File: src/rtl/mips_ctrl_pkg.sv
// Shared types and encodings for the multi-cycle MIPS controller: FSM states,
// opcodes, ALU function codes, access sizes and the decoded control word.
package mips_ctrl_pkg;

    typedef enum logic [2:0] {
        ST_FETCH  = 3'd0,
        ST_DECODE = 3'd1,
        ST_EXEC   = 3'd2,
        ST_MEM    = 3'd3,
        ST_WB     = 3'd4
    } state_e;

    localparam logic [5:0] OP_RTYPE = 6'h00;
    localparam logic [5:0] OP_J     = 6'h02;
    localparam logic [5:0] OP_BEQ   = 6'h04;
    localparam logic [5:0] OP_BNE   = 6'h05;
    localparam logic [5:0] OP_ADDI  = 6'h08;
    localparam logic [5:0] OP_ADDIU = 6'h09;
    localparam logic [5:0] OP_SLTI  = 6'h0A;
    localparam logic [5:0] OP_ANDI  = 6'h0C;
    localparam logic [5:0] OP_ORI   = 6'h0D;
    localparam logic [5:0] OP_XORI  = 6'h0E;
    localparam logic [5:0] OP_LUI   = 6'h0F;
    localparam logic [5:0] OP_LB    = 6'h20;
    localparam logic [5:0] OP_LH    = 6'h21;
    localparam logic [5:0] OP_LW    = 6'h23;
    localparam logic [5:0] OP_SB    = 6'h28;
    localparam logic [5:0] OP_SH    = 6'h29;
    localparam logic [5:0] OP_SW    = 6'h2B;

    localparam logic [5:0] ALU_ADD  = 6'h20;
    localparam logic [5:0] ALU_ADDU = 6'h21;
    localparam logic [5:0] ALU_AND  = 6'h24;
    localparam logic [5:0] ALU_OR   = 6'h25;
    localparam logic [5:0] ALU_XOR  = 6'h26;
    localparam logic [5:0] ALU_SLT  = 6'h2A;
    localparam logic [5:0] ALU_BEQ  = 6'h30;
    localparam logic [5:0] ALU_BNE  = 6'h31;
    localparam logic [5:0] ALU_J    = 6'h32;
    localparam logic [5:0] ALU_LUI  = 6'h3F;

    localparam logic [1:0] SIZE_BYTE = 2'b00;
    localparam logic [1:0] SIZE_HALF = 2'b01;
    localparam logic [1:0] SIZE_WORD = 2'b11;

    typedef struct packed {
        logic       rtype;
        logic       is_load;
        logic       is_store;
        logic       is_branch;
        logic       alu_src_imm;
        logic [5:0] alu_func;
        logic [1:0] mem_size;
    } ctrl_word_t;

endpackage

File: src/rtl/mips_multicycle_ctrl_if.sv
// Controller <-> datapath bundle. master = controller, slave = datapath.
// CTRL_PERF_COUNTERS_EN adds the instruction and stall counter outputs.
interface mips_multicycle_ctrl_if #(
    parameter int DATA_SIZE_W = 2
);
    logic [5:0]             opcode_in;
    logic [5:0]             func_in;
    logic                   alu_branch_in;
    logic                   alu_jump_in;
    logic                   mem_wait_in;
    logic                   pc_en_out;
    logic                   inst_mux_sel_out;
    logic                   regfile_we_out;
    logic                   alu_mux_sel_out;
    logic [5:0]             alu_func_out;
    logic                   data_mem_re_out;
    logic                   data_mem_we_out;
    logic [DATA_SIZE_W-1:0] data_mem_size_out;
    logic                   data_mem_mux_sel_out;
    logic                   branch_taken_out;
    logic                   illegal_op_out;
`ifdef CTRL_PERF_COUNTERS_EN
    logic [31:0]            instr_count_out;
    logic [31:0]            stall_count_out;
`endif

    modport master (
        input  opcode_in, func_in, alu_branch_in, alu_jump_in, mem_wait_in,
        output pc_en_out, inst_mux_sel_out, regfile_we_out, alu_mux_sel_out,
        output alu_func_out, data_mem_re_out, data_mem_we_out, data_mem_size_out,
        output data_mem_mux_sel_out, branch_taken_out, illegal_op_out
`ifdef CTRL_PERF_COUNTERS_EN
        , output instr_count_out, stall_count_out
`endif
    );

    modport slave (
        output opcode_in, func_in, alu_branch_in, alu_jump_in, mem_wait_in,
        input  pc_en_out, inst_mux_sel_out, regfile_we_out, alu_mux_sel_out,
        input  alu_func_out, data_mem_re_out, data_mem_we_out, data_mem_size_out,
        input  data_mem_mux_sel_out, branch_taken_out, illegal_op_out
`ifdef CTRL_PERF_COUNTERS_EN
        , input instr_count_out, stall_count_out
`endif
    );

endinterface

File: src/rtl/mips_ctrl_decode.sv
// Combinational opcode/funct decode into the controller's control word.
module mips_ctrl_decode
    import mips_ctrl_pkg::*;
(
    input  logic [5:0] opcode,
    input  logic [5:0] funct,
    output ctrl_word_t cw,
    output logic       illegal
);

    always_comb begin
        cw      = '0;
        illegal = 1'b0;
        case (opcode)
            OP_RTYPE: begin
                cw.rtype    = 1'b1;
                cw.alu_func = funct;
                illegal     = !(funct inside {[6'h20:6'h27], 6'h2A, 6'h2B,
                                              6'h00, 6'h02, 6'h03});
            end
            OP_ADDI:  begin cw.alu_src_imm = 1'b1; cw.alu_func = ALU_ADD;  end
            OP_ADDIU: begin cw.alu_src_imm = 1'b1; cw.alu_func = ALU_ADDU; end
            OP_SLTI:  begin cw.alu_src_imm = 1'b1; cw.alu_func = ALU_SLT;  end
            OP_ANDI:  begin cw.alu_src_imm = 1'b1; cw.alu_func = ALU_AND;  end
            OP_ORI:   begin cw.alu_src_imm = 1'b1; cw.alu_func = ALU_OR;   end
            OP_XORI:  begin cw.alu_src_imm = 1'b1; cw.alu_func = ALU_XOR;  end
            OP_LUI:   begin cw.alu_src_imm = 1'b1; cw.alu_func = ALU_LUI;  end
            OP_LB, OP_LH, OP_LW: begin
                cw.is_load     = 1'b1;
                cw.alu_src_imm = 1'b1;
                cw.alu_func    = ALU_ADDU;
                cw.mem_size    = (opcode == OP_LB) ? SIZE_BYTE :
                                 (opcode == OP_LH) ? SIZE_HALF : SIZE_WORD;
            end
            OP_SB, OP_SH, OP_SW: begin
                cw.is_store    = 1'b1;
                cw.alu_src_imm = 1'b1;
                cw.alu_func    = ALU_ADDU;
                cw.mem_size    = (opcode == OP_SB) ? SIZE_BYTE :
                                 (opcode == OP_SH) ? SIZE_HALF : SIZE_WORD;
            end
            OP_BEQ:   begin cw.is_branch = 1'b1; cw.alu_func = ALU_BEQ; end
            OP_BNE:   begin cw.is_branch = 1'b1; cw.alu_func = ALU_BNE; end
            OP_J:     begin cw.is_branch = 1'b1; cw.alu_func = ALU_J;   end
            default:  illegal = 1'b1;
        endcase
    end

endmodule

File: src/rtl/mips_multicycle_ctrl.sv
// Multi-cycle MIPS control FSM; one instruction in flight, MEM stalls on mem_wait_in.
// Optional CTRL_PERF_COUNTERS_EN adds instruction/stall counters.
//
// state     | meaning
// ST_FETCH  | instruction ROM read, held FETCH_CYCLES cycles
// ST_DECODE | opcode/funct captured into cw_q
// ST_EXEC   | ALU operation; branches, jumps and illegal ops retire here
// ST_MEM    | data access, held while mem_wait_in = 1; stores retire on exit
// ST_WB     | register-file write and PC advance
module mips_multicycle_ctrl
    import mips_ctrl_pkg::*;
#(
    parameter int FETCH_CYCLES = 1,
    parameter int DATA_SIZE_W  = 2
) (
    input logic                    clock,
    input logic                    reset,
    mips_multicycle_ctrl_if.master bus
);

    localparam logic [1:0] FETCH_LAST = 2'(FETCH_CYCLES - 1);

    state_e     state;
    logic [1:0] fetch_cnt;
    ctrl_word_t cw_dec;
    ctrl_word_t cw_q;
    logic       illegal_dec;
    logic       ill_q;
    logic       pc_en_q;
    logic       regfile_we_q;
    logic       inst_mux_q;
    logic       re_q;
    logic       we_q;
    logic       dmux_q;
    logic       taken_q;
    logic       illegal_q;
    logic [1:0] size_q;
    logic       pc_en;

    mips_ctrl_decode u_decode (
        .opcode  (bus.opcode_in),
        .funct   (bus.func_in),
        .cw      (cw_dec),
        .illegal (illegal_dec)
    );

    always_ff @(posedge clock) begin
        if (!reset) begin
            state        <= ST_FETCH;
            fetch_cnt    <= '0;
            cw_q         <= '0;
            ill_q        <= 1'b0;
            pc_en_q      <= 1'b0;
            regfile_we_q <= 1'b0;
            inst_mux_q   <= 1'b0;
            re_q         <= 1'b0;
            we_q         <= 1'b0;
            size_q       <= SIZE_BYTE;
            dmux_q       <= 1'b0;
            taken_q      <= 1'b0;
            illegal_q    <= 1'b0;
        end else begin
            pc_en_q      <= 1'b0;
            regfile_we_q <= 1'b0;
            inst_mux_q   <= 1'b0;
            dmux_q       <= 1'b0;
            case (state)
                ST_FETCH: begin
                    if (fetch_cnt == FETCH_LAST) begin
                        fetch_cnt <= '0;
                        state     <= ST_DECODE;
                    end else begin
                        fetch_cnt <= fetch_cnt + 2'd1;
                    end
                end
                ST_DECODE: begin
                    state <= ST_EXEC;
                    ill_q <= illegal_dec;
                    // Illegal ops run as a NOP with a blank control word.
                    if (illegal_dec) begin
                        cw_q      <= '0;
                        illegal_q <= 1'b1;
                        pc_en_q   <= 1'b1;
                    end else begin
                        cw_q    <= cw_dec;
                        pc_en_q <= cw_dec.is_branch;
                    end
                end
                ST_EXEC: begin
                    if (ill_q || cw_q.is_branch) begin
                        state <= ST_FETCH;
                        cw_q  <= '0;
                        ill_q <= 1'b0;
                        if (cw_q.is_branch) begin
                            taken_q <= bus.alu_branch_in | bus.alu_jump_in;
                        end
                    end else if (cw_q.is_load || cw_q.is_store) begin
                        state  <= ST_MEM;
                        re_q   <= cw_q.is_load;
                        we_q   <= cw_q.is_store;
                        size_q <= cw_q.mem_size;
                    end else begin
                        state        <= ST_WB;
                        regfile_we_q <= 1'b1;
                        pc_en_q      <= 1'b1;
                        inst_mux_q   <= cw_q.rtype;
                    end
                end
                ST_MEM: begin
                    if (!bus.mem_wait_in) begin
                        re_q   <= 1'b0;
                        we_q   <= 1'b0;
                        size_q <= SIZE_BYTE;
                        if (cw_q.is_load) begin
                            state        <= ST_WB;
                            regfile_we_q <= 1'b1;
                            pc_en_q      <= 1'b1;
                            dmux_q       <= 1'b1;
                        end else begin
                            state <= ST_FETCH;
                            cw_q  <= '0;
                        end
                    end
                end
                ST_WB: begin
                    state <= ST_FETCH;
                    cw_q  <= '0;
                end
                default: begin
                    state <= ST_FETCH;
                    cw_q  <= '0;
                end
            endcase
        end
    end

    // A store retires in the very cycle the memory drops its wait.
    assign pc_en = pc_en_q | (we_q & ~bus.mem_wait_in);

    assign bus.pc_en_out            = pc_en;
    assign bus.inst_mux_sel_out     = inst_mux_q;
    assign bus.regfile_we_out       = regfile_we_q;
    assign bus.alu_mux_sel_out      = cw_q.alu_src_imm;
    assign bus.alu_func_out         = cw_q.alu_func;
    assign bus.data_mem_re_out      = re_q;
    assign bus.data_mem_we_out      = we_q;
    assign bus.data_mem_size_out    = DATA_SIZE_W'(size_q);
    assign bus.data_mem_mux_sel_out = dmux_q;
    assign bus.branch_taken_out     = taken_q;
    assign bus.illegal_op_out       = illegal_q;

`ifdef CTRL_PERF_COUNTERS_EN
    logic [31:0] instr_cnt;
    logic [31:0] stall_cnt;

    always_ff @(posedge clock) begin
        if (!reset) begin
            instr_cnt <= '0;
            stall_cnt <= '0;
        end else begin
            if (pc_en) begin
                instr_cnt <= instr_cnt + 32'd1;
            end
            if (state == ST_MEM && bus.mem_wait_in) begin
                stall_cnt <= stall_cnt + 32'd1;
            end
        end
    end

    assign bus.instr_count_out = instr_cnt;
    assign bus.stall_count_out = stall_cnt;
`endif

endmodule

File: src/flat_wrapper.sv
// flat-port wrapper written by rule: the top's interface ports become plain ports
module mips_multicycle_ctrl_flat import mips_ctrl_pkg::*;
#(
    parameter int FETCH_CYCLES = 1,
    parameter int DATA_SIZE_W  = 2
)
  (clock, reset, bus_opcode_in, bus_func_in, bus_alu_branch_in, bus_alu_jump_in, bus_mem_wait_in, bus_pc_en_out, bus_inst_mux_sel_out, bus_regfile_we_out, bus_alu_mux_sel_out, bus_alu_func_out, bus_data_mem_re_out, bus_data_mem_we_out, bus_data_mem_size_out, bus_data_mem_mux_sel_out, bus_branch_taken_out, bus_illegal_op_out);
  mips_multicycle_ctrl_if #(.DATA_SIZE_W(DATA_SIZE_W)) bus_i ();
  input logic clock;
  input logic reset;
  input wire logic [$bits(bus_i.opcode_in)-1:0] bus_opcode_in;
  input wire logic [$bits(bus_i.func_in)-1:0] bus_func_in;
  input wire logic [$bits(bus_i.alu_branch_in)-1:0] bus_alu_branch_in;
  input wire logic [$bits(bus_i.alu_jump_in)-1:0] bus_alu_jump_in;
  input wire logic [$bits(bus_i.mem_wait_in)-1:0] bus_mem_wait_in;
  output wire logic [$bits(bus_i.pc_en_out)-1:0] bus_pc_en_out;
  output wire logic [$bits(bus_i.inst_mux_sel_out)-1:0] bus_inst_mux_sel_out;
  output wire logic [$bits(bus_i.regfile_we_out)-1:0] bus_regfile_we_out;
  output wire logic [$bits(bus_i.alu_mux_sel_out)-1:0] bus_alu_mux_sel_out;
  output wire logic [$bits(bus_i.alu_func_out)-1:0] bus_alu_func_out;
  output wire logic [$bits(bus_i.data_mem_re_out)-1:0] bus_data_mem_re_out;
  output wire logic [$bits(bus_i.data_mem_we_out)-1:0] bus_data_mem_we_out;
  output wire logic [$bits(bus_i.data_mem_size_out)-1:0] bus_data_mem_size_out;
  output wire logic [$bits(bus_i.data_mem_mux_sel_out)-1:0] bus_data_mem_mux_sel_out;
  output wire logic [$bits(bus_i.branch_taken_out)-1:0] bus_branch_taken_out;
  output wire logic [$bits(bus_i.illegal_op_out)-1:0] bus_illegal_op_out;
  assign bus_i.opcode_in = bus_opcode_in;
  assign bus_i.func_in = bus_func_in;
  assign bus_i.alu_branch_in = bus_alu_branch_in;
  assign bus_i.alu_jump_in = bus_alu_jump_in;
  assign bus_i.mem_wait_in = bus_mem_wait_in;
  assign bus_pc_en_out = bus_i.pc_en_out;
  assign bus_inst_mux_sel_out = bus_i.inst_mux_sel_out;
  assign bus_regfile_we_out = bus_i.regfile_we_out;
  assign bus_alu_mux_sel_out = bus_i.alu_mux_sel_out;
  assign bus_alu_func_out = bus_i.alu_func_out;
  assign bus_data_mem_re_out = bus_i.data_mem_re_out;
  assign bus_data_mem_we_out = bus_i.data_mem_we_out;
  assign bus_data_mem_size_out = bus_i.data_mem_size_out;
  assign bus_data_mem_mux_sel_out = bus_i.data_mem_mux_sel_out;
  assign bus_branch_taken_out = bus_i.branch_taken_out;
  assign bus_illegal_op_out = bus_i.illegal_op_out;
  mips_multicycle_ctrl #(.FETCH_CYCLES(FETCH_CYCLES), .DATA_SIZE_W(DATA_SIZE_W)) u_core (.clock(clock), .reset(reset), .bus(bus_i));
endmodule
File: config.mk
export PLATFORM = sky130hd
export DESIGN_NAME = mips_multicycle_ctrl_flat
export DESIGN_NICKNAME = d
export VERILOG_FILES = /design/src/rtl/mips_ctrl_pkg.sv /design/src/rtl/mips_multicycle_ctrl_if.sv /design/src/rtl/mips_ctrl_decode.sv /design/src/rtl/mips_multicycle_ctrl.sv /design/src/flat_wrapper.sv
export SDC_FILE = /design/constraint.sdc
export NUM_CORES = 1
export LEC_CHECK = 0
export ABC_AREA = 1
export BUFFER_PORTS_ARGS = -buffer_cell sky130_fd_sc_hd__buf_4
export CAP_MARGIN = 30
export CORE_AREA = 2 2 73 61
export CTS_CLUSTER_DIAMETER = 80
export CTS_CLUSTER_SIZE = 10
export DETAILED_ROUTE_END_ITERATION = 7
export DIE_AREA = 0 0 75 63
export PLACE_DENSITY = 0.71
export SLEW_MARGIN = 20
export SYNTH_ARGS = -nofsm -noshare
export SYNTH_HDL_FRONTEND = slang
export SYNTH_SLANG_ARGS = --single-unit
File: constraint.sdc
create_clock -name clock -period 1.6 [get_ports clock]
set_input_delay 0.16 -clock clock [delete_from_list [all_inputs] [get_ports clock]]
set_output_delay 0.16 -clock clock [all_outputs]
set_load 0.02 [all_outputs]
Word level (Yosys, flattened, before mapping) --
Index checks and enable logic that the tools add are counted.
Cells by class: add/subtract/negate cells 1, $lt $le $gt $ge 2, equality and inequality tests 29, mux-type cells 44, bitwise gates (word level) 7, reductions and logical operators 26
Operators with widths (count):
- case mux 6 bit (11 select lines) | 1
- two-way mux 13 bit | 4
- case mux 13 bit (4 select lines) | 1
- equality test 6 bit, second input constant | 8
- equality test 6 x 4 -> 1 bit, second input constant | 7
- equality test 6 x 2 -> 1 bit, second input constant | 3
- two-way mux 1 bit | 16
- two-way mux 2 bit | 8
- OR reduction 16 bit | 1
- two-way mux 3 bit | 5
- OR reduction 13 bit | 1
- equality test 6 x 3 -> 1 bit, second input constant | 2
- zero test 6 bit | 2
- case mux 3 bit (4 select lines) | 1
- case mux 1 bit (2 select lines) | 5
- OR reduction 3 bit | 3
- case mux 2 bit (2 select lines) | 2
- AND reduction 2 bit | 4
- AND reduction 4 bit | 2
- OR reduction 7 bit | 1
- equality test 3 x 2 -> 1 bit, second input constant | 2
- >= comparator 6 bit, second input constant | 1
- less-or-equal comparator 6 bit, second input constant | 1
- inequality test 2 x 1 -> 1 bit, second input constant | 3
- 16 further kinds | 25
Word-level totals: register bits after elaboration 29, bits of input ports 17, logic and storage cells 128

Depth between registers and ports, before layout --
Gate-level depths: netlist of the first run.
depth in word-level cells 7, depth in mapped cells 12, mapped depth without buffers 12

By module --
A second synthesis of the first run with hierarchy kept.
Second synthesis, totals: cell total of the unflattened synthesis 235, area total of the unflattened synthesis 1651.6 um^2
By module, submodules not included:
- mips_multicycle_ctrl | instances 1, cells each 167, area each 1301.2 um^2, seq. area each 580.6 um^2
- mips_ctrl_decode | instances 1, cells each 68, area each 350.3 um^2, seq. area each 0.0 um^2

Least setup slack after synthesis of the first run --
OpenSTA, ideal clock, no wires.
path kind register to register, from register u_core.state[2], to register u_core.cw_q[12] (netlist bit), data arrival time 1123 ps, data required time 1478 ps, path slack 355 ps, cell stages (with the launch flop) 11, buffers on the path 1, cell sequence dfxtp_1 inv_1 nand2_2 nor2_4 nand2_2 inv_1 a21oi_1 nand3_2 buf_6 nand3_1 o41ai_1
Between the ends: word-level cells in the longest chain between the ends 3, elaborated cells between the ends (all ways) 10, those cells by class 6 x eq/ne; 1 x mux; 1 x bitwise; 2 x reduce/logical
RTL lines:
- start: declaration | RTL line mips_multicycle_ctrl.sv:23 | state_e state;
- start signal: assignment | RTL line mips_multicycle_ctrl.sv:49 | state <= ST_FETCH;
- start signal: assignment | RTL line mips_multicycle_ctrl.sv:71 | state <= ST_DECODE;
- start signal: assignment | RTL line mips_multicycle_ctrl.sv:77 | state <= ST_EXEC;
- equality test 3 x 2 -> 1 bit / zero test 3 bit (equally long branches) | RTL line mips_multicycle_ctrl.sv:67 | case (state)
- inequality test 2 bit (no source line), or another cell as far along
- AND reduction 4 bit (no source line)
- end signal: assignment | RTL line mips_multicycle_ctrl.sv:85 | cw_q <= cw_dec;
- end: declaration | RTL line mips_multicycle_ctrl.sv:26 | ctrl_word_t cw_q;
Several ways; a longest one is shown, not always the timed one. A chain may end at the register's enable or synchronous reset.

Final worst setup path of the first run --
Ends and elaborated chain as after synthesis.

==> results of run 1 <==
[logic make-up (layout without fill, tap and decap cells)]
family / Yosys count / after routing / share of synthesized area
AO/OA/AOI/OAI: 38 / 38 / 0.1372
adder cells (fa/ha/maj): 2 / 2 / 0.01605
buffers and inverters: 39 / 72 / 0.1156
flip-flops: 29 / 29 / 0.3724
AND/OR/NAND/NOR: 109 / 109 / 0.3588
[final cells by class]
type | count | area, um^2
Clock inverter | 2 | 10.01
Clock buffer | 6 | 72.57
Multi-Input combinational cell | 149 | 798.3
Inverter | 29 | 111.4
Fill cell | 411 | 2113
Timing Repair Buffer | 35 | 262.8
Tap cell | 57 | 71.32
Sequential cell | 29 | 580.6
[power breakdown]
| part | switching (mW) | internal (mW) |
|---|---|---|
| Clock | 0.274 | 0.300 |
| Sequential | 0.0511 | 0.808 |
| Combinational | 0.469 | 0.236 |
[synth_stat cells]
| cell | count | area (um^2) |
|---|---|---|
| nand2_2 | 7 | 43.79 |
| o41ai_1 | 1 | 8.760 |
| o2111ai_1 | 1 | 8.760 |
| inv_2 | 2 | 7.510 |
| ha_1 | 2 | 25.02 |
| nor2_1 | 15 | 56.30 |
| nor3_1 | 1 | 5.000 |
| o21ai_1 | 1 | 5.000 |
| inv_1 | 26 | 97.59 |
| o2111a_1 | 1 | 11.26 |
| buf_2 | 1 | 5.000 |
| nand2_1 | 52 | 195.2 |
| o21ai_0 | 6 | 30.03 |
| nand3_1 | 12 | 60.06 |
| buf_6 | 1 | 11.26 |
| inv_4 | 1 | 6.260 |
| buf_4 | 6 | 45.04 |
| o211ai_1 | 1 | 7.510 |
| nand2_4 | 2 | 22.52 |
| a31oi_1 | 1 | 6.260 |
| and3_1 | 1 | 6.260 |
| a21o_1 | 1 | 7.510 |
| a21oi_1 | 24 | 120.1 |
| nor4_1 | 1 | 6.260 |
| nand3_2 | 3 | 30.03 |
| clkbuf_1 | 2 | 7.510 |
| a311oi_1 | 1 | 8.760 |
| nor2_4 | 8 | 90.09 |
| nand4_1 | 7 | 43.79 |
| dfxtp_1 | 29 | 580.6 |
[path summary, 6_finish.rpt]
path,end,slack [ns],cells after the start
max,u_core.cw_q[12],0.17,9
min,u_core.ill_q,0.12,3
max reg2reg,u_core.cw_q[12],0.17,9
min reg2reg,u_core.bus.illegal_op_out,0.45,2
[critical path: cells and delay by family, from the launching register on]
| family | cells | cell delay [ns] |
|---|---|---|
| flip-flops | 1 | 0.33 |
| AND/OR/NAND/NOR | 5 | 0.63 |
| buffers and inverters | 2 | 0.12 |
| AO/OA/AOI/OAI | 2 | 0.22 |
[layer usage]
metal  GRT usage  share of wire  up-vias  routed length, um
met5           0              0        -                  0
met4     0.07366          0.022        0                 72
met3     0.04516          0.047        8                151
met2      0.2061           0.40       30               1308
met1      0.2089           0.53      627               1705
li1            -              -      761                  -
[state kept, by name, indices dropped and copies added, names as in the netlist]
| register | count |
|---|---|
| u_core.bus.alu_func_out | 6 |
| u_core.cw_q | 6 |
| u_core.state | 3 |
| u_core.bus.data_mem_size_out | 2 |
| u_core.fetch_cnt | 2 |
| u_core.bus.alu_mux_sel_out | 1 |
| u_core.bus.branch_taken_out | 1 |
| u_core.bus.data_mem_mux_sel_out | 1 |
| u_core.bus.data_mem_re_out | 1 |
| u_core.bus.data_mem_we_out | 1 |
| u_core.bus.illegal_op_out | 1 |
| u_core.bus.inst_mux_sel_out | 1 |
| u_core.bus.regfile_we_out | 1 |
| u_core.ill_q | 1 |
| u_core.pc_en_q | 1 |
[through the flow]
step	utilization	hold slack (ns)	setup slack, ns
final	0.4743	0.1209	0.1673
after CTS	0.4743	0.1097	0.1574
after global placement	0.4538	0.4037	0.2364
after detailed placement	0.4538	0.4052	0.1648
after floorplan	-	0.2576	0.3551
after global routing	0.4743	0.1457	0.01479
==> impl_metrics.tcl, run 1 <==
set metrics [dict create \
    drc 0 \
    grt_pass1_vias 1251 \
    power.total_mw 2.139 \
    h-tree-depth 2 \
    cts_buffer_depth 2 \
    syn_to_final_growth_pct 22.31 \
    numCtsBuffers 5 \
    leakage_nw 0.8922 \
    cts_tree "built" \
    fin_crit_ns 1.433 \
    port_buffers 33 \
    final.setup_skew_ns 0.003420 \
    syn_inst 217 \
    antennaDiodeCount 0 \
    gp_congestion 0.8363 \
    drv_slew 0 \
    vias 1426 \
    stdcell_count 307 \
    drt_iter0_markers 51 \
    critPathMaxFanout 12 \
    pin_count 34 \
    cp_data_required_time_ns 1.76 \
    place_inst 299 \
    crit_start "u_core.state[2]" \
    end_kind "flop" \
    die_w_um 75 \
    setup_viol 0 \
    grt_pass1_wl_um 5437 \
    rsz0062_at_grt "false" \
    cts.sinks 29 \
    tightest_slew_ns 0.4178 \
    die-height_um 63 \
    syn_nets 236 \
    nNetsFinal 268 \
    cts_root_buffer "clkbuf_8" \
    cellPowerDensity_nw_per_um2 1122 \
    stdcell_area_um2 1907 \
    reg2reg_from "u_core.state[2]" \
    grt_use_total 0.1499 \
    ys_ff_latch 29 \
    synth_seq_area_share 0.3724 \
    clkLatencyLatePin_ns 0.28 \
    grt_max_degree 15 \
    place_area_um2 1824 \
    core_area_um2 4020 \
    finalHoldViolations 0 \
    num_rows 21 \
    drt-total-wl_um 3238 \
    max-slew-margin-rel 0.7211 \
    hold_path_startpoint "reset" \
    clk_pin_slew_worst_paths_ns 0.06 \
    cap_violations 0 \
    cts_resized 0 \
    synth_cell_types 30 \
    cts_setup_buffers 0 \
    postCtsHoldBufs 0 \
    hpwl_um 2454 \
    fin_tns_setup_ns 0 \
    fmax_ghz 0.6980 \
    final_common_cell "nand2_1" \
    die_area_um2 4725 \
    syn_avg_cell_area_um2 7.184 \
    finalCritPeriodShare 0.8954 \
    cp.arrival_ns 1.59 \
    ir_drop_v 0.0004413 \
    avgRoutedWirePerCell_um 10.55 \
    crit_chain "inv_1, nand2_2, nor2_4, nand2_2, inv_1, a21oi_1, nand3_2, nand3_1, o41ai_1" \
    startpoint_type "flop" \
    initial_core_util 0.3878 \
    first_pass_iters 4 \
    slowest_delay_ns 0.33 \
    final_cell_mix "52 x nand2_1, 35 x buf_4, 29 x dfxtp_1, 26 x inv_1, 24 x a21oi_1" \
    outcome "finished clean" \
    critPathKind "reg2reg" \
    antenna_found_initial 0 \
    netlist_area_um2 1559 \
    ys_warn_count 0 \
    drive_above_1_share 0.2600 \
    cp_slowest_cell "dfxtp_1" \
    min_path_type "in2reg" \
    viasPerCell 4.645 \
    overflow 0 \
    antenna_left 0 \
]
(Power assumes the default switching activity.)
==> run 2: changes to the inputs <==
CELL_PAD_IN_SITES_DETAIL_PLACEMENT = 0   (was default)
CELL_PAD_IN_SITES_GLOBAL_PLACEMENT = 2   (was default)
CORE_AREA = 2 2 85 71   (was 2 2 73 61)
DIE_AREA = 0 0 87 73   (was 0 0 75 63)
PLACE_DENSITY = 0.86   (was 0.71)
SKIP_LAST_GASP = 1   (was default)
==> run 2 against run 1 <==
  * Routed wire length up 13%
  * Critical path type unchanged
  * Sequential cell count unchanged
  * Worst hold slack better by 0.014 ns
  * Sequential power about the same
  * Cell area up 1.2%
  * Register-to-register slack about the same
  * Global-route usage down 2.4 points
  * Maximum frequency up 0.37%
==> impl_metrics.tcl, run 2 (same netlist as run 1, synthesis figures left out) <==
set metrics [dict create \
    cp_data_required_time_ns 1.74 \
    min_path_type "in2reg" \
    hpwl_um 2830 \
    tightest_slew_ns 0.5672 \
    viasPerCell 4.459 \
    antenna_left 0 \
    first_pass_iters 4 \
    initial_core_util 0.2784 \
    core_area_um2 5599 \
    pin_count 34 \
    outcome "finished clean" \
    syn_to_final_growth_pct 23.84 \
    cts_tree "built" \
    die_w_um 87 \
    gp_congestion 0.7890 \
    cp.arrival_ns 1.56 \
    pre_cts_slack_ns 0.1536 \
    startpoint_type "flop" \
    fmax_ghz 0.7006 \
    nFillCells 597 \
    nNetsFinal 268 \
    final_common_cell "nand2_1" \
    critPathMaxFanout 12 \
    grt_use_total 0.1258 \
    fin_tns_setup_ns 0 \
    drv_slew 0 \
    final.setup_skew_ns 0.007042 \
    overflow 0 \
    postCtsHoldBufs 0 \
    port_buffers 33 \
    ir_drop_v 0.0003694 \
    cts_buffer_depth 2 \
    rsz0062_at_grt "false" \
    max-slew-margin-rel 0.6215 \
    leakage_nw 0.8925 \
    avgRoutedWirePerCell_um 11.54 \
    cellPowerDensity_nw_per_um2 1137 \
    final_cell_mix "52 x nand2_1, 35 x buf_4, 29 x dfxtp_1, 26 x inv_1, 24 x a21oi_1" \
    antennaDiodeCount 0 \
    cts_root_buffer "clkbuf_8" \
    drive_above_1_share 0.2570 \
    setup_viol 0 \
    antenna_found_initial 0 \
    h-tree-depth 2 \
    num_rows 25 \
    drc 0 \
    fin_crit_ns 1.427 \
    grt_max_degree 20 \
    numCtsBuffers 5 \
    grt_pass1_wl_um 6223 \
    cts.sinks 29 \
    die_area_um2 6351 \
    layout_setup_ws_ns 0.1726 \
    drt-total-wl_um 3647 \
    drt_iter0_markers 70 \
    die-height_um 73 \
    cap_violations 0 \
    critPathKind "reg2reg" \
    finalHoldViolations 0 \
    end_kind "flop" \
    finalCritPeriodShare 0.8921 \
    grt_pass1_vias 1318 \
    clkLatencyLatePin_ns 0.28 \
    clk_pin_slew_worst_paths_ns 0.06 \
    vias 1409 \
]
## run 2: cell count changes in the layout (fill, tap and decap cells not counted), sizes merged
cell	before	now
clkinv	2	0
clkbuf	6	7
## run 2: layout make-up
cell class | instances | area [um^2] | share of cell area
clock buffers | 7 | 86.33 | 0.04472
inverters | 29 | 111.4 | 0.05768
multi-input cells | 149 | 805.8 | 0.4174
flip-flops and latches | 29 | 580.6 | 0.3007
well taps | 67 | 83.83 | 0.04342
repair buffers | 35 | 262.8 | 0.1361
## run 2: per-layer routing
layer / share of wire / track usage / wire length (um) / vias to the layer above
met5: 0 / 0 / 0 / -
met1: 0.52 / 0.1846 / 1907 / 614
met4: 0.0069 / 0.04167 / 25 / 0
li1: - / - / - / 761
met3: 0.053 / 0.03733 / 194 / 2
met2: 0.42 / 0.1739 / 1521 / 32
## run 2: worst paths after layout
kind                             start                        end  slack, ns  cells past startpoint
max                    u_core.state[2]            u_core.cw_q[12]       0.17                      9
min                              reset            u_core.state[1]       0.13                      3
max reg2reg            u_core.state[2]            u_core.cw_q[12]       0.17                      9
min reg2reg  u_core.bus.illegal_op_out  u_core.bus.illegal_op_out       0.45                      2
## run 2: timing repair
action / 4_1_cts / 5_1_grt
resized for setup: 0 / 1
setup buffers: 0 / 0
hold endpoints to repair: 0 / 0
setup endpoints to repair: 0 / 7
## run 2: stage by stage
step	hold slack, ns	cell area, um^2	total power, mW	instances	util
2_1_floorplan	0.2576	1559	1.432	217	-
3_3_place_gp	0.4259	1837	1.600	309	0.3280
3_5_place_dp	0.4215	1837	1.601	309	0.3280
4_1_cts	0.1284	1923	2.212	316	0.3435
5_1_grt	0.1410	1931	2.358	316	0.3448
6_report	0.1346	1931	2.196	316	0.3448
## run 2: report_power, final
part           total (mW)  internal, mW  switching (mW)
Combinational       0.744         0.247           0.497
Clock               0.593         0.340           0.252
Sequential          0.859         0.808          0.0509
Total                2.20          1.40           0.800
## run 2: critical path: stages (launching register included)
cell	delay [ns]
dfxtp_1	0.32
inv_1	0.05
nand2_2	0.12
nor2_4	0.05
nand2_2	0.09
inv_1	0.07
a21oi_1	0.21
nand3_4	0.19
nand3_1	0.11
o41ai_1	0.07
==> run 3: changes to the inputs <==
CAP_MARGIN = 10   (was 30)
SETUP_SLACK_MARGIN = 0.2   (was default)
==> run 3 against run 2 <==
  * Utilization rose by 1.5 points
  * Critical path depth fell by 1
  * Largest cell class unchanged
  * Critical endpoint is now u_core.pc_en_q
  * Largest power group is now combinational cells
  * Clock skew barely moved
  * Routed wire length rose by 6.1%
==> impl_metrics.tcl, run 3 (same netlist as run 1, synthesis figures left out) <==
set metrics [dict create \
    first_pass_iters 4 \
    cap_violations 0 \
    hpwl_um 2830 \
    cts.sinks 29 \
    end_kind "flop" \
    cellPowerDensity_nw_per_um2 1172 \
    grt_max_degree 20 \
    place_area_um2 1837 \
    avgRoutedWirePerCell_um 12.13 \
    viasPerCell 4.574 \
    final_cell_mix "50 x nand2_1, 36 x buf_4, 27 x dfxtp_1, 22 x inv_1, 21 x a21oi_1" \
    antenna_left 0 \
    antennaDiodeCount 0 \
    overflow 0 \
    finalHoldViolations 0 \
    drv_slew 0 \
    critPathMaxFanout 6 \
    ir_drop_v 0.0003569 \
    grt_pass1_vias 1335 \
    vias 1459 \
    routed-wl-met2_um 1614 \
    clk_pin_slew_worst_paths_ns 0.06 \
    finalCritPeriodShare 0.8379 \
    grt_use_total 0.1287 \
    startpoint_type "flop" \
    drc 0 \
    stdcell_area_um2 2016 \
    tightest_slew_ns 0.6053 \
    rsz0062_at_grt "true" \
    port_buffers 33 \
    crit_start "u_core.cw_q[11]" \
    gp_congestion 0.7890 \
    min_path_type "in2reg" \
    drt-total-wl_um 3870 \
    cp.arrival_ns 1.52 \
    pin_count 34 \
    fin_tns_setup_ns 0 \
    h-tree-depth 2 \
    cp_data_required_time_ns 1.78 \
    die-height_um 73 \
    wirelength_met1_um 1963 \
    initial_core_util 0.2784 \
    die_area_um2 6351 \
    drive_above_1_share 0.3214 \
    hold_path_startpoint "reset" \
    outcome "finished clean" \
    drt_iter0_markers 58 \
    fin_crit_ns 1.341 \
    cts_tree "built" \
    critPathKind "reg2reg" \
    antenna_found_initial 0 \
    core_area_um2 5599 \
    top_layer "met4" \
    clkLatencyLatePin_ns 0.28 \
    power.total_mw 2.362 \
    route.met3.wl_um 249 \
    leakage_nw 0.8987 \
    die_w_um 87 \
    cts_buffer_depth 2 \
    nNetsFinal 271 \
    fmax_ghz 0.7459 \
    max-slew-margin-rel 0.5960 \
    numCtsBuffers 5 \
    cts_root_buffer "clkbuf_8" \
    nFillCells 598 \
    grt_pass1_wl_um 6334 \
    final_common_cell "nand2_1" \
    reg2reg_from "u_core.cw_q[11]" \
    syn_to_final_growth_pct 29.29 \
    num_rows 25 \
    setup_viol 0 \
    final.setup_skew_ns 0.007003 \
]
-- run 3: cell types whose count changed in the layout (fill, tap and decap cells not counted), moves of 2 or more --
cell	before	now
inv_1	26	22
clkinvlp_4	0	2
a21oi_2	0	2
inv_2	2	5
nand2_4	2	4
nor2_1	15	12
a21oi_1	24	21
dfxtp_2	0	2
nand2_1	52	50
dfxtp_1	29	27
nor2_2	0	2
-- run 3: stage by stage --
| step | hold WS (ns) | cells | worst slack, ns | utilization |
|---|---|---|---|---|
| 2_1_floorplan | 0.2576 | 217 | 0.3551 | - |
| 3_3_place_gp | 0.4259 | 309 | 0.1958 | 0.3280 |
| 3_5_place_dp | 0.4215 | 309 | 0.1536 | 0.3280 |
| 4_1_cts | 0.1284 | 317 | 0.2207 | 0.3468 |
| 5_1_grt | 0.1410 | 319 | 0.1759 | 0.3600 |
| 6_report | 0.1324 | 319 | 0.2594 | 0.3600 |
-- run 3: worst paths after layout --
path                          endpoint  slack, ns  cells after the start
max                     u_core.pc_en_q       0.26                      8
min                       u_core.ill_q       0.13                      3
max reg2reg             u_core.pc_en_q       0.26                      8
min reg2reg  u_core.bus.illegal_op_out       0.45                      2
-- run 3: critical path: stages (launching register included) --
cell and delay (ns):
dfxtp_1 0.47, nor2_2 0.10, inv_1 0.08, nor2_2 0.04, a31oi_1 0.14, buf_4 0.15, nand4_1 0.09, nand2_1 0.12
inv_2 0.04
-- run 3: what timing repair did --
action	4_1_cts	5_1_grt
hold buffers	0	0
buffers inserted	0	1
endpoints found under the hold margin	0	0
gates resized for setup	3	19
pin swaps	1	5
endpoints found under the setup margin	8	21
cloned	1	1
-- run 3: report_power, final --
part	switching, mW	total, mW	leakage (nW)	internal [mW]
sequential	0.0591	0.871	0.236	0.812
clock	0.258	0.598	0.0443	0.340
combinational	0.588	0.893	0.619	0.305
-- run 3: metal layers --
layer  vias up  GRT usage
met5         -          0
met1       642     0.1901
met3         5    0.03733
met2        40     0.1773
li1        772          -
met4         0    0.04167
-- run 3: layout make-up --
class / count / area [um^2] / area share
repair buffers: 36 / 270.3 / 0.1341
well taps: 67 / 83.83 / 0.04159
inverters: 29 / 115.1 / 0.05711
clock buffers: 7 / 86.33 / 0.04283
multi-input cells: 150 / 869.6 / 0.4314
repair inverters: 1 / 7.507 / 0.003724
flip-flops and latches: 29 / 583.1 / 0.2893
